<file path="src/rtl/bsg_dmc_pkg.sv">
// Shared types for the DMC clock-monitor block: FSM state encoding and the
// result record (overflow flag + saturating edge count).
`ifndef BSG_DMC_PKG_SV
`define BSG_DMC_PKG_SV

// Result record; count width follows the instantiating block's count_width_p.
`define BSG_DMC_CLK_MON_RESULT_S(cw) struct packed { logic overflow; logic [(cw)-1:0] count; }

package bsg_dmc_pkg;

   typedef enum logic [1:0] {
      IDLE    = 2'd0,
      ARM     = 2'd1,
      MEASURE = 2'd2,
      HOLD    = 2'd3
   } bsg_dmc_clk_mon_state_e;

endpackage

`endif

</file>
<file path="src/rtl/bsg_sync_sync.sv">
// Multi-flop synchronizer for signals arriving from an unrelated clock.
// All stages clear asynchronously on reset.
module bsg_sync_sync #(
   parameter int width_p  = 1,
   parameter int stages_p = 2
) (
   input  logic               clk_i,
   input  logic               reset_i,
   input  logic [width_p-1:0] d_i,
   output logic [width_p-1:0] q_o
);

   logic [stages_p*width_p-1:0] chain_q;

   // Shift the asynchronous input through the synchronizer chain.
   always_ff @(posedge clk_i or posedge reset_i) begin
      if (reset_i) begin
         chain_q <= '0;
      end else begin
         chain_q <= {chain_q[(stages_p-1)*width_p-1:0], d_i};
      end
   end

   assign q_o = chain_q[stages_p*width_p-1 -: width_p];

endmodule

</file>
<file path="src/rtl/bsg_dmc_clk_monitor.sv">
// Clock monitor: counts rising edges of the downsampled DFI monitor clock over
// a programmable window of clk_i cycles and presents the result with a
// valid/ready handshake.
//
// Handshake: v_o is a registered function of the FSM state only (HOLD). A
// result transfers on any clk_i edge where v_o & ready_i; count_o and
// overflow_o stay constant while v_o is high and only change on entry to HOLD.
module bsg_dmc_clk_monitor
   import bsg_dmc_pkg::*;
#(
   parameter int window_width_p = 16,
   parameter int count_width_p  = 16,
   parameter int sync_stages_p  = 2
) (
   input  logic                      clk_i,
   input  logic                      reset_i,
   input  logic                      mon_clk_i,
   input  logic                      en_i,
   input  logic [window_width_p-1:0] window_i,
   output logic                      v_o,
   input  logic                      ready_i,
   output logic [count_width_p-1:0]  count_o,
   output logic                      overflow_o,
   output bsg_dmc_clk_mon_state_e    state_o
);

   typedef `BSG_DMC_CLK_MON_RESULT_S(count_width_p) result_s;

   // One extra bit so a zero window can load 2^window_width_p.
   localparam int win_cnt_w = window_width_p + 1;
   localparam logic [win_cnt_w-1:0] win_full = {1'b1, {window_width_p{1'b0}}};
   localparam logic [win_cnt_w-1:0] win_one  = {{window_width_p{1'b0}}, 1'b1};
   localparam logic [count_width_p-1:0] count_max = '1;

   // Edge detection. The edge becomes visible combinationally once the new
   // level leaves the synchronizer and acts on the following clk_i edge, so a
   // mon_clk_i transition takes effect sync_stages_p+1 cycles later.
   logic mon_sync;
   logic hist_q;
   logic edge_det;

   bsg_sync_sync #(
      .width_p  (1),
      .stages_p (sync_stages_p)
   ) sync (
      .clk_i   (clk_i),
      .reset_i (reset_i),
      .d_i     (mon_clk_i),
      .q_o     (mon_sync)
   );

   // History flop: previous synchronized level.
   always_ff @(posedge clk_i or posedge reset_i) begin
      if (reset_i) hist_q <= 1'b0;
      else         hist_q <= mon_sync;
   end

   assign edge_det = mon_sync & ~hist_q;

   bsg_dmc_clk_mon_state_e     state_q, state_d;
   logic [win_cnt_w-1:0]       win_q, win_d;
   logic [count_width_p-1:0]   cnt_q, cnt_d;
   logic                       ovf_q, ovf_d;
   result_s                    res_q, res_d;
   logic [count_width_p-1:0]   cnt_inc;
   logic                       ovf_inc;

   // Saturating count update for this cycle's edge.
   always_comb begin
      cnt_inc = cnt_q;
      ovf_inc = ovf_q;
      if (edge_det) begin
         if (cnt_q == count_max) ovf_inc = 1'b1;
         else                    cnt_inc = cnt_q + 1'b1;
      end
   end

   // Next-state and datapath control.
   always_comb begin
      state_d = state_q;
      win_d   = win_q;
      cnt_d   = cnt_q;
      ovf_d   = ovf_q;
      res_d   = res_q;
      unique case (state_q)
         IDLE: begin
            if (en_i) state_d = ARM;
         end
         ARM: begin
            if (!en_i) begin
               state_d = IDLE;
            end else if (edge_det) begin
               // The aligning edge starts the window but is not counted.
               win_d   = (window_i == '0) ? win_full : {1'b0, window_i};
               cnt_d   = '0;
               ovf_d   = 1'b0;
               state_d = MEASURE;
            end
         end
         MEASURE: begin
            if (!en_i) begin
               state_d = IDLE;
            end else begin
               cnt_d = cnt_inc;
               ovf_d = ovf_inc;
               win_d = win_q - win_one;
               if (win_q == win_one) begin
                  // Last sampling cycle: its edge is part of the result.
                  res_d.count    = cnt_inc;
                  res_d.overflow = ovf_inc;
                  state_d        = HOLD;
               end
            end
         end
         HOLD: begin
            if (ready_i) state_d = en_i ? ARM : IDLE;
         end
         default: state_d = IDLE;
      endcase
   end

   // State, window counter, running count and result registers.
   always_ff @(posedge clk_i or posedge reset_i) begin
      if (reset_i) begin
         state_q <= IDLE;
         win_q   <= '0;
         cnt_q   <= '0;
         ovf_q   <= 1'b0;
         res_q   <= '0;
      end else begin
         state_q <= state_d;
         win_q   <= win_d;
         cnt_q   <= cnt_d;
         ovf_q   <= ovf_d;
         res_q   <= res_d;
      end
   end

   assign v_o        = (state_q == HOLD);
   assign count_o    = res_q.count;
   assign overflow_o = res_q.overflow;
   assign state_o    = state_q;

endmodule

</file>
<file path="config.mk">
export PLATFORM = sky130hd
export DESIGN_NAME = bsg_dmc_clk_monitor
export DESIGN_NICKNAME = d
export VERILOG_FILES = /design/src/rtl/bsg_dmc_pkg.sv /design/src/rtl/bsg_sync_sync.sv /design/src/rtl/bsg_dmc_clk_monitor.sv
export SDC_FILE = /design/constraint.sdc
export NUM_CORES = 1
export LEC_CHECK = 0
export CORE_ASPECT_RATIO = 1.2
export CORE_MARGIN = 4
export CORE_UTILIZATION = 44
export CTS_CLUSTER_SIZE = 40
export DETAILED_ROUTE_END_ITERATION = 8
export DONT_BUFFER_PORTS = 1
export PLACE_DENSITY = 0.58
export SETUP_SLACK_MARGIN = 0.1
export SLEW_MARGIN = 30
export SYNTH_ARGS = -nofsm -noshare
export SYNTH_HDL_FRONTEND = slang
export SYNTH_SLANG_ARGS = --single-unit
</file>
<file path="constraint.sdc">
create_clock -name clk_i -period 2.1 [get_ports clk_i]
set_clock_uncertainty 0.05 [all_clocks]
set_input_delay 0.21 -clock clk_i [delete_from_list [all_inputs] [get_ports clk_i]]
set_output_delay 0.21 -clock clk_i [all_outputs]
set_load 0.03 [all_outputs]
</file>
# == Word level (Yosys, flattened, before mapping) ==
# Index checks and enable logic that the tools add are counted.
# totals
romBits,0
latchBits,0
ff_bits,56
inputBits,21
output_inout_bits,20
ramBits,0
mem_count,0
# classes
n_mul,0
div,0
add_sub_neg,2
eq_ne,12
mux,25
n_reduce_logical,6
shifts,0
bitwise_logic,2
n_lt_le_gt_ge,0
# op_table
cell,count
$mux W16,5
$mux W17,4
$pmux W17 S2,1
$pmux W16 S2,1
$eq A17 B1 Y1 const B,1
$sub A17 B1 Y17 const B,1
$add A16 B1 Y16 const B,1
$eq A16 B16 Y1 const B,1
$logic_not A16 Y1,1
$mux W2,6
$ne A2 B2 Y1 const B,4
$pmux W2 S4,1
$reduce_and A4 Y1,2
$mux W1,6
$ne A3 B3 Y1 const B,2
$eq A2 B2 Y1 const B,2
$reduce_and A3 Y1,1
$eq A2 B1 Y1 const B,1
$logic_not A2 Y1,1
$ne A2 B1 Y1 const B,1
$pmux W1 S2,1
$reduce_bool A2 Y1,1
$and A1 B1 Y1,1
$not A1 Y1,1

# == Depth between registers and ports, before layout ==
# Gate-level depths: netlist of run 1.
# logic_depth
word_depth,5
mapped_depth,8
depth_no_buf,7

# == Cells and area by module ==
# A second synthesis of run 1 with hierarchy kept.
# unflattened
cells_unflattened,357
area_unflattened_um2,3133.0
# by_module_without_submodules
mod,area_each_um2,instances,cells_each
bsg_dmc_clk_monitor,3079.2,1,354
bsg_sync_sync,53.8,1,3

# == Worst setup path before layout of run 1 ==
# OpenSTA, ideal clock, no wires.
# synth_timing
path_type,flip-flop to flip-flop
start,"register state_q[1], in the netlist state_o[1]"
end,"register res_q, in the netlist count_o[4]"
slack_ns,-0.066
t_arrival_ns,1.988
path_buffers,3
path_stages_with_launch,8
required_time_ns,1.922
setup_ns,0.128
path_cell_list,dfrtp_1 buf_2 nor2b_1 buf_2 nand2_1 nor4_2 buf_4 mux2_1
# synth_via
elab_chain_cells,2
# synth_lines
item,line,rtl
start: declaration,bsg_dmc_clk_monitor.sv:60,"bsg_dmc_clk_mon_state_e state_q, state_d;"
start signal: assignment,bsg_dmc_clk_monitor.sv:131,state_q <= state_d;
$eq A2 B2 Y1,bsg_dmc_clk_monitor.sv:85,unique case (state_q)
$reduce_and A3 Y1 (no line),n/a,
end signal: assignment,bsg_dmc_clk_monitor.sv:135,res_q <= res_d;
end: declaration,bsg_dmc_clk_monitor.sv:64,"result_s res_q, res_d;"
# No other way between the ends.
# A chain may end at the register's enable or synchronous reset.

# == Worst setup path after layout of run 1 ==
# layout_timing
start,register win_q[2]
end,register win_q[10]
# layout_via
elab_chain_cells,3
# layout_lines
item,line,rtl
start: declaration,bsg_dmc_clk_monitor.sv:61,"logic [win_cnt_w-1:0] win_q, win_d;"
start signal: assignment,bsg_dmc_clk_monitor.sv:132,win_q <= win_d;
$sub A17 B1 Y17,bsg_dmc_clk_monitor.sv:106,win_d = win_q - win_one;
$mux W17,bsg_dmc_clk_monitor.sv:101,if (!en_i) begin
$pmux W17 S2,bsg_dmc_clk_monitor.sv:85,
# No other way between the ends. The select of a mux whose other input is x is not followed.

==> results of run 1 <==
[critical path, delay by kind of cell, from the launching register on]
| family | cells | cell delay (ns) |
|---|---|---|
| DFF | 1 | 0.44 |
| and+or+nand+nor | 3 | 1.17 |
| AOI/OAI and AO/OA | 2 | 0.18 |
[power by group]
part | total, mW | internal (mW) | switching (mW)
Combinational | 0.712 | 0.325 | 0.387
Sequential | 1.41 | 1.22 | 0.188
Clock | 0.568 | 0.228 | 0.339
[how the worst max path moves through the flow]
stage                     slack, ns          to
final                          0.16   win_q[10]
after detailed placement       0.03  count_o[4]
after floorplan                0.11  count_o[4]
after global placement         0.11   cnt_q[10]
after CTS                      0.11  count_o[4]
after global routing           0.05   win_q[15]
[layout make-up]
cell class | count | area, um2
inverter | 13 | 48.8
multi-input combinational | 266 | 1730
fill | 653 | 3180
sequential | 56 | 1410
clock inverter | 1 | 5.00
timing repair buffer | 42 | 385
clock buffer | 6 | 72.6
tap | 87 | 109
[per-layer routing]
layer  share of wire (%)  vias to the layer above
met4                0.87                        0
met1                  43                     1374
met3                 3.3                        5
met5                   0                        -
li1                    -                     1381
met2                  53                       50
[per-stage QoR]
step	power, mW	instances
after global routing	2.87	471
after CTS	2.66	465
after global placement	2.05	454
final	2.69	471
after detailed placement	2.06	454
after floorplan	1.81	355
[registers in the layout (all words and copies together), names as in the netlist]
name          flops
win_q            17
cnt_q            16
count_o          16
state_o           2
sync.chain_q      2
hist_q            1
overflow_o        1
ovf_q             1
[cell families after synthesis]
kind of cell / synth area share [%]
AO/OA/AOI/OAI: 24.9
AND/OR/NAND/NOR: 21.2
flip-flops: 44.1
buffers and inverters: 4.53
XOR/XNOR: 2.48
multiplexers: 1.65
adder cells (fa/ha/maj): 1.18
[cells in the final DEF (no fill, tap or decap), types with 3 or more instances in the layout]
master	instances
a31oi_1	12
dfrtp_1	52
nand3_1	5
inv_1	12
a22oi_1	6
xnor2_1	7
a2bb2oi_1	4
a211oi_1	3
nor4_4	4
nor4_1	7
mux2i_1	3
a22o_1	3
a21oi_1	31
nand4_1	5
buf_4	35
a32oi_1	4
or3_1	4
dfrtp_2	4
ha_1	3
nor3_4	3
nand2_1	22
nor3_1	8
a21o_1	3
nor2_1	34
clkbuf_8	5
dlygate4sd3_1	3
o21ai_1	7
o21ai_0	37
nor2b_1	3
[timing repair]
| item | in CTS | in global routing |
|---|---|---|
| hold endpoints to repair | 27 | 0 |
| hold buffers | 3 | 0 |
| setup buffers | 0 | 5 |
| endpoints found under the setup margin | 8 | 32 |
| gates cloned | 1 | 1 |
| pin swaps | 2 | 2 |
| resized for setup | 4 | 16 |
==> metrics, run 1 <==
outcome=complete, no violations; gr usage total=between 10% and 20%; critical path fanouts, max=3; M1 GR Usage=24.5%; HP Start=en_i; unique cell type count in the Yosys netlist=56; Vias/cell=just under 6; Post-Syn Area=between 3000 and 4000 um2; I/O pin cnt=a little over 40; Worst setup startpoint=win_q[2]; Initial Utilization=roughly 46%; clock tree sinks=56; Tmin final=a little under 2 ns; Clk Latency, worst-skew pair=around 0.3 ns; count leader, synth=dfrtp_1; fin crit share=~93%; Final nets=408; CP arrival=between 2 and 2.5 ns; Root Driver=clkbuf_8; FMAX=approximately 510 MHz; first-pass GRT wire length=13800 um; critical path type=reg2reg; detailed placement HPWL=a little under 6000 um; Die Span Y=around 100 um; clk buf depth=2; core area=6940 um2; layout cell share with drive strength beyond 1=between 10% and 20%; # rows=33; Final Max Slew Viols=0; leakage=1.56 nW; die width=approximately 86 um; GR peak layer=met2; CTS tree=built; Num CTS Buffers=5; vias in the first global route=2772; drt pass-1 iters=4; dpl ws=0.0350 ns; Max H-tree Level=2; R2R Setup Slk=0.16 ns; largest net degree at the start of global routing=32; Most used DFF post-synth=dfrtp_1; Hold Crit Depth=2; max incr delay on CP=0.57 ns; worst-margin pin slew=0.566 ns; Yosys warnings=0; worst min path class=in2reg; top cell type's share of synthesized area=approximately 44%; RSZ-0062 raised after global routing=true; finished layout cell area=between 3000 and 4000 um2; Util after Layout=between 50% and 60%; area leader, netlist=dfrtp_1; Port Buffer Count=0; max-cap violations=0; EDFF count, synth=0; Crit-path slowest cell=or4_4; FFs w/ async S/R, synth=100%; Area after DPL=~3500 um2; DR vias=2810; Iteration-0 DRC Markers=116; initial antenna violation count=0; DIE AREA=between 8000 and 9000 um2; Crit. End Element=flop; CP Launch Type=flop; RR Startpoint=win_q[2]; hold endpoint=state_o[0]; Final setup viols=0; R2R Path End=win_q[10]; Post-Syn Instances=around 360; Seq cells post-synth=56; GR Util met2=around 36%; WL final=~8300 um; Routability Congestion=approximately 0.86; Syn Nets=379; Mapped Avg Cell Area=about 9 um2; area grow syn2layout=18.2%; GR Overflow Total=0; Pwr Density=between 700 and 800 nW/um2; worst-path cell chain=or4_4, or4_4, nor3_4, o21ai_1, o2bb2ai_1; worst vdd ir=a little under 400 uV; top post-synthesis cells by area=dfrtp_1 (44%), o21ai_0 (6.0%), a21oi_1 (5.0%); endpoints failing hold=0; most frequent CP cell=or4_4; post-route antenna net violation count=0; routed len/inst=roughly 18 um; required time worst endpoint=2.25 ns; Fin Hold WS=0.0356 ns; Slew HR=between 60% and 70%; register area share after synthesis=approximately 44%; Clock Pin Slew Worst Setup and Hold Paths=0.10 ns; top cells by instance count after synthesis=dfrtp_1 (56), o21ai_0 (38), nor2_1 (35), a21oi_1 (32), nand2_1 (23); Post-route DRC=0; final worst slack=0.156 ns; n_diodes=0; setup_tns=0 ns; M3 GR Usage=under 10%; Worst Reg-to-Reg Cells=5
Power figures use the tool's default switching activity.
==> run 2, diff against run 1 <==
Settings changed: RECOVER_POWER set to 25.
==> metrics, run 2 (synthesized netlist as in run 1, its figures left out) <==
DIE AREA=roughly 8700 um2; Largest Register=win_q; Iteration-0 DRC Markers=120; required time worst endpoint=~2.3 ns; area grow syn2layout=18.2%; worst vdd ir=between 300 and 400 uV; fillcell total=653; clk buf depth=2; HP Start=en_i; Die Span Y=approximately 100 um; critical path fanouts, max=3; leakage=about 1.6 nW; Fin Hold WS=0.0338 ns; Vias/cell=around 6; Initial Utilization=45.8%; R2R Setup Slk=around 0.16 ns; post-route antenna net violation count=0; routed len/inst=between 15 and 20 um; die width=about 86 um; Tmin final=between 1.5 and 2 ns; CTS tree=built; most frequent cells in the layout=dfrtp_1 (52), o21ai_0 (37), buf_4 (35); endpoints failing hold=0; Root Driver=clkbuf_8; final cell count without fillers=about 470; first-pass GRT wire length=about 14000 um; vias in the first global route=approximately 2800; RR Startpoint=win_q[2]; CP Launch Type=flop; max reg flops=17; DR vias=about 2800; hold endpoint=state_o[0]; core area=6940 um2; setup_tns=0 ns; Slew HR=between 30 and 40%; gr usage total=about a fifth; fin crit share=92.5%; I/O pin cnt=41; Crit. End Element=flop; Post-route DRC=0; Pwr Density=~700 nW/um2; RSZ-0062 raised after global routing=true; worst-margin pin slew=1.03 ns; Hold Crit Depth=2; Clk Latency, worst-skew pair=~0.31 ns; n_diodes=0; worst min path class=in2reg; CP arrival=approximately 2.1 ns; WL final=around 8300 um; Routability Congestion=0.864; Clock Pin Slew Worst Setup and Hold Paths=0.10 ns; layout cell share with drive strength beyond 1=roughly 19%; outcome=complete, no violations; drt pass-1 iters=4; Max H-tree Level=2; Port Buffer Count=0; overall power=between 2 and 3 mW; Final nets=408; largest net degree at the start of global routing=32; # rows=33; detailed placement HPWL=5840 um; Worst Reg-to-Reg Cells=5; GR Overflow Total=0; commonest non-fill, non-tap cell in the layout=dfrtp_1; R2R Path End=win_q[10]; Final Max Slew Viols=0; Num CTS Buffers=5; clock tree sinks=56; Util after Layout=a little over half; max-cap violations=0; FMAX=515 MHz; Final setup viols=0; critical path type=reg2reg; initial antenna violation count=0; placed insts=454
run 2: how the worst max path moves through the flow:
| stage | startpoint | to | slack [ns] | depth (start not counted) |
|---|---|---|---|---|
| 2_1_floorplan | win_q[8] | count_o[4] | 0.11 | 5 |
| 3_3_place_gp | cnt_q[1] | cnt_q[10] | 0.11 | 6 |
| 3_5_place_dp | win_q[8] | count_o[4] | 0.03 | 5 |
| 4_1_cts | win_q[11] | count_o[4] | 0.11 | 5 |
| 5_1_grt | win_q[11] | win_q[15] | 0.05 | 6 |
| 6_report | win_q[2] | win_q[10] | 0.16 | 5 |
run 2: final cells by class:
class	count	area (um2)	share of cell area (%)
flip-flops and latches	56	1410	37.4
inverters	13	48.8	1.30
clock inverters	1	5.00	0.133
well taps	87	109	2.90
clock buffers	6	72.6	1.93
repair buffers	42	385	10.3
multi-input cells	266	1730	46.1
run 2: worst max-delay path: stages, from the launching register on:
cell	delay (ns)
dfrtp_2	0.44
or4_4	0.57
or4_4	0.46
nor3_4	0.14
o21ai_1	0.07
o2bb2ai_1	0.11
run 2: power by group:
part	switching, mW	internal (mW)
clock	0.341	0.228
combinational	0.386	0.325
sequential	0.188	1.22
run 2: metrics by stage:
stage                     instance area [um2]  worst slack (ns)
after floorplan                          3180             0.112
after global placement                   3470             0.113
after detailed placement                 3470            0.0350
after CTS                                3630             0.114
after global routing                     3760            0.0477
final                                    3760             0.158
run 2: metal layers:
metal	vias to the layer above	part of all wire, %	GRT usage, %
met1	1379	43	24.5
met3	4	3.8	3.52
li1	1378	-	-
met4	0	0.86	4.99
met5	-	0	0
met2	62	53	35.6
run 2: timing repair:
item	4_1_cts	5_1_grt
pin swaps	2	2
endpoints found under the hold margin	27	0
gates cloned	1	1
setup endpoints to repair	8	32
hold buffers	3	0
setup buffers	0	5
resized for setup	4	16
==> run 3, diff against run 2 <==
Settings changed: CORE_UTILIZATION 44 to 60, CTS_BUF_LIST set to sky130_fd_sc_hd__clkbuf_4 sky130_fd_sc_hd__clkbuf_8, PLACE_DENSITY 0.58 to 0.76.
==> metrics, run 3 (synthesized netlist as in run 1, its figures left out) <==
Die Span Y=approximately 88 um; CP arrival=about 2.1 ns; endpoints failing hold=0; core area=5040 um2; worst min path class=in2reg; Tmin final=between 1.5 and 2 ns; largest net degree at the start of global routing=32; Final Max Slew Viols=0; HP Start=ready_i; # rows=28; combinational power share=26.4%; critical path fanouts, max=4; Root Driver=clkbuf_8; overall power=around 2.8 mW; die width=between 70 and 80 um; Net Switching=roughly 930 uW; first-pass GRT wire length=13200 um; critical path type=reg2reg; required time worst endpoint=between 2 and 2.5 ns; post-route antenna net violation count=0; Worst Reg-to-Reg Cells=5; most frequent cells in the layout=dfrtp_1 (54), o21ai_0 (38), buf_4 (37); Largest Register=win_q; clk buf depth=2; Vias/cell=about 6.6; RR Startpoint=win_q[3]; fin crit share=between 90% and 100%; clock tree sinks=56; GR Overflow Total=0; DIE AREA=about 6500 um2; CP Launch Type=flop; R2R Setup Slk=~0.11 ns; outcome=complete, no violations; leakage=roughly 1.6 nW; initial antenna violation count=0; Iteration-0 DRC Markers=320; DR vias=a little under 3000; Final setup viols=0; FMAX=around 500 MHz; layout cell share with drive strength beyond 1=~20%; Clk Latency, worst-skew pair=0.32 ns; worst-margin pin slew=0.979 ns; RSZ-0062 raised after global routing=true; drt pass-1 iters=5; Initial Utilization=a little over three fifths; commonest non-fill, non-tap cell in the layout=dfrtp_1; vias in the first global route=roughly 2800; n_diodes=0; Routability Congestion=0.921; max reg flops=17; Clock Pin Slew Worst Setup and Hold Paths=approximately 0.10 ns; gr usage total=between 20% and 30%; internal power=1.82 mW; Pwr Density=between 700 and 800 nW/um2; detailed placement HPWL=approximately 5400 um; Fin Hold WS=0.0257 ns; Seq pwr share=around 51%; Worst setup startpoint=win_q[3]; Slew HR=between 30% and 40%; max-cap violations=0; Sw Ratio=33.8%; I/O pin cnt=between 40 and 50; Num CTS Buffers=5; Crit. End Element=flop; Port Buffer Count=0; area grow syn2layout=17.9%; WL final=approximately 8200 um; CTS tree=built; Max H-tree Level=2; worst vdd ir=about 600 uV; Hold Crit Depth=3; routed len/inst=between 15 and 20 um; Clock Power Share=between 20% and 30%; Post-route DRC=0; Final nets=about 410; setup_tns=0 ns
-- run 3: path summary, 6_finish.rpt --
| path | to |
|---|---|
| max | win_q[10] |
| min | state_o[1] |
| max reg2reg | win_q[10] |
| min reg2reg | sync.chain_q[1] |
| max in group asynchronous | count_o[10] |
| min in group asynchronous | win_q[11] |
-- run 3: worst max-delay path, cell delays in order, from the launching register on --
cell	delay, ns
dfrtp_2	0.45
or4_4	0.54
or4_4	0.46
nor3_4	0.13
o21ai_0	0.09
o2bb2ai_1	0.15
-- run 3: per-stage QoR --
step           instances  setup slack [ns]  util [%]  instance area (um2)
2_1_floorplan        355             0.112         -                 3180
3_3_place_gp         421             0.101      67.0                 3380
3_5_place_dp         421            0.0562      67.0                 3380
4_1_cts              435             0.101      71.0                 3580
5_1_grt              446            0.0369      74.3                 3750
6_report             446             0.109      74.3                 3750
-- run 3: final cells by class --
| cell class | instances | area (um2) |
|---|---|---|
| clock buffers | 6 | 82.6 |
| multi-input cells | 266 | 1740 |
| clock inverters | 2 | 15.0 |
| repair buffers | 43 | 385 |
| well taps | 60 | 75.1 |
| flip-flops and latches | 56 | 1400 |
| inverters | 13 | 48.8 |
| fillers | 389 | 1300 |
-- run 3: power by group through the flow --
stage                     clock network, mW  registers, mW  logic, mW
after global routing                  0.696           1.41      0.799
after floorplan                           0           1.40      0.414
after detailed placement                  0           1.40      0.641
after CTS                             0.648           1.38      0.682
after global placement                    0           1.40      0.628
final                                 0.634           1.39      0.727
-- run 3: repair_timing --
item,CTS,global route
hold buffers,3,0
buffers inserted,2,10
gates cloned,1,1
endpoints found under the hold margin,25,0
gates resized for setup,5,14
setup endpoints to repair,7,26
pin swaps,3,4
-- run 3: routing by layer --
layer,global-route usage [%],up-vias,part of all wire (%)
met5,0,-,0
met4,7.44,0,1.4
met3,4.94,13,6.6
met2,43.9,132,52
met1,33.1,1412,40
li1,-,1386,-
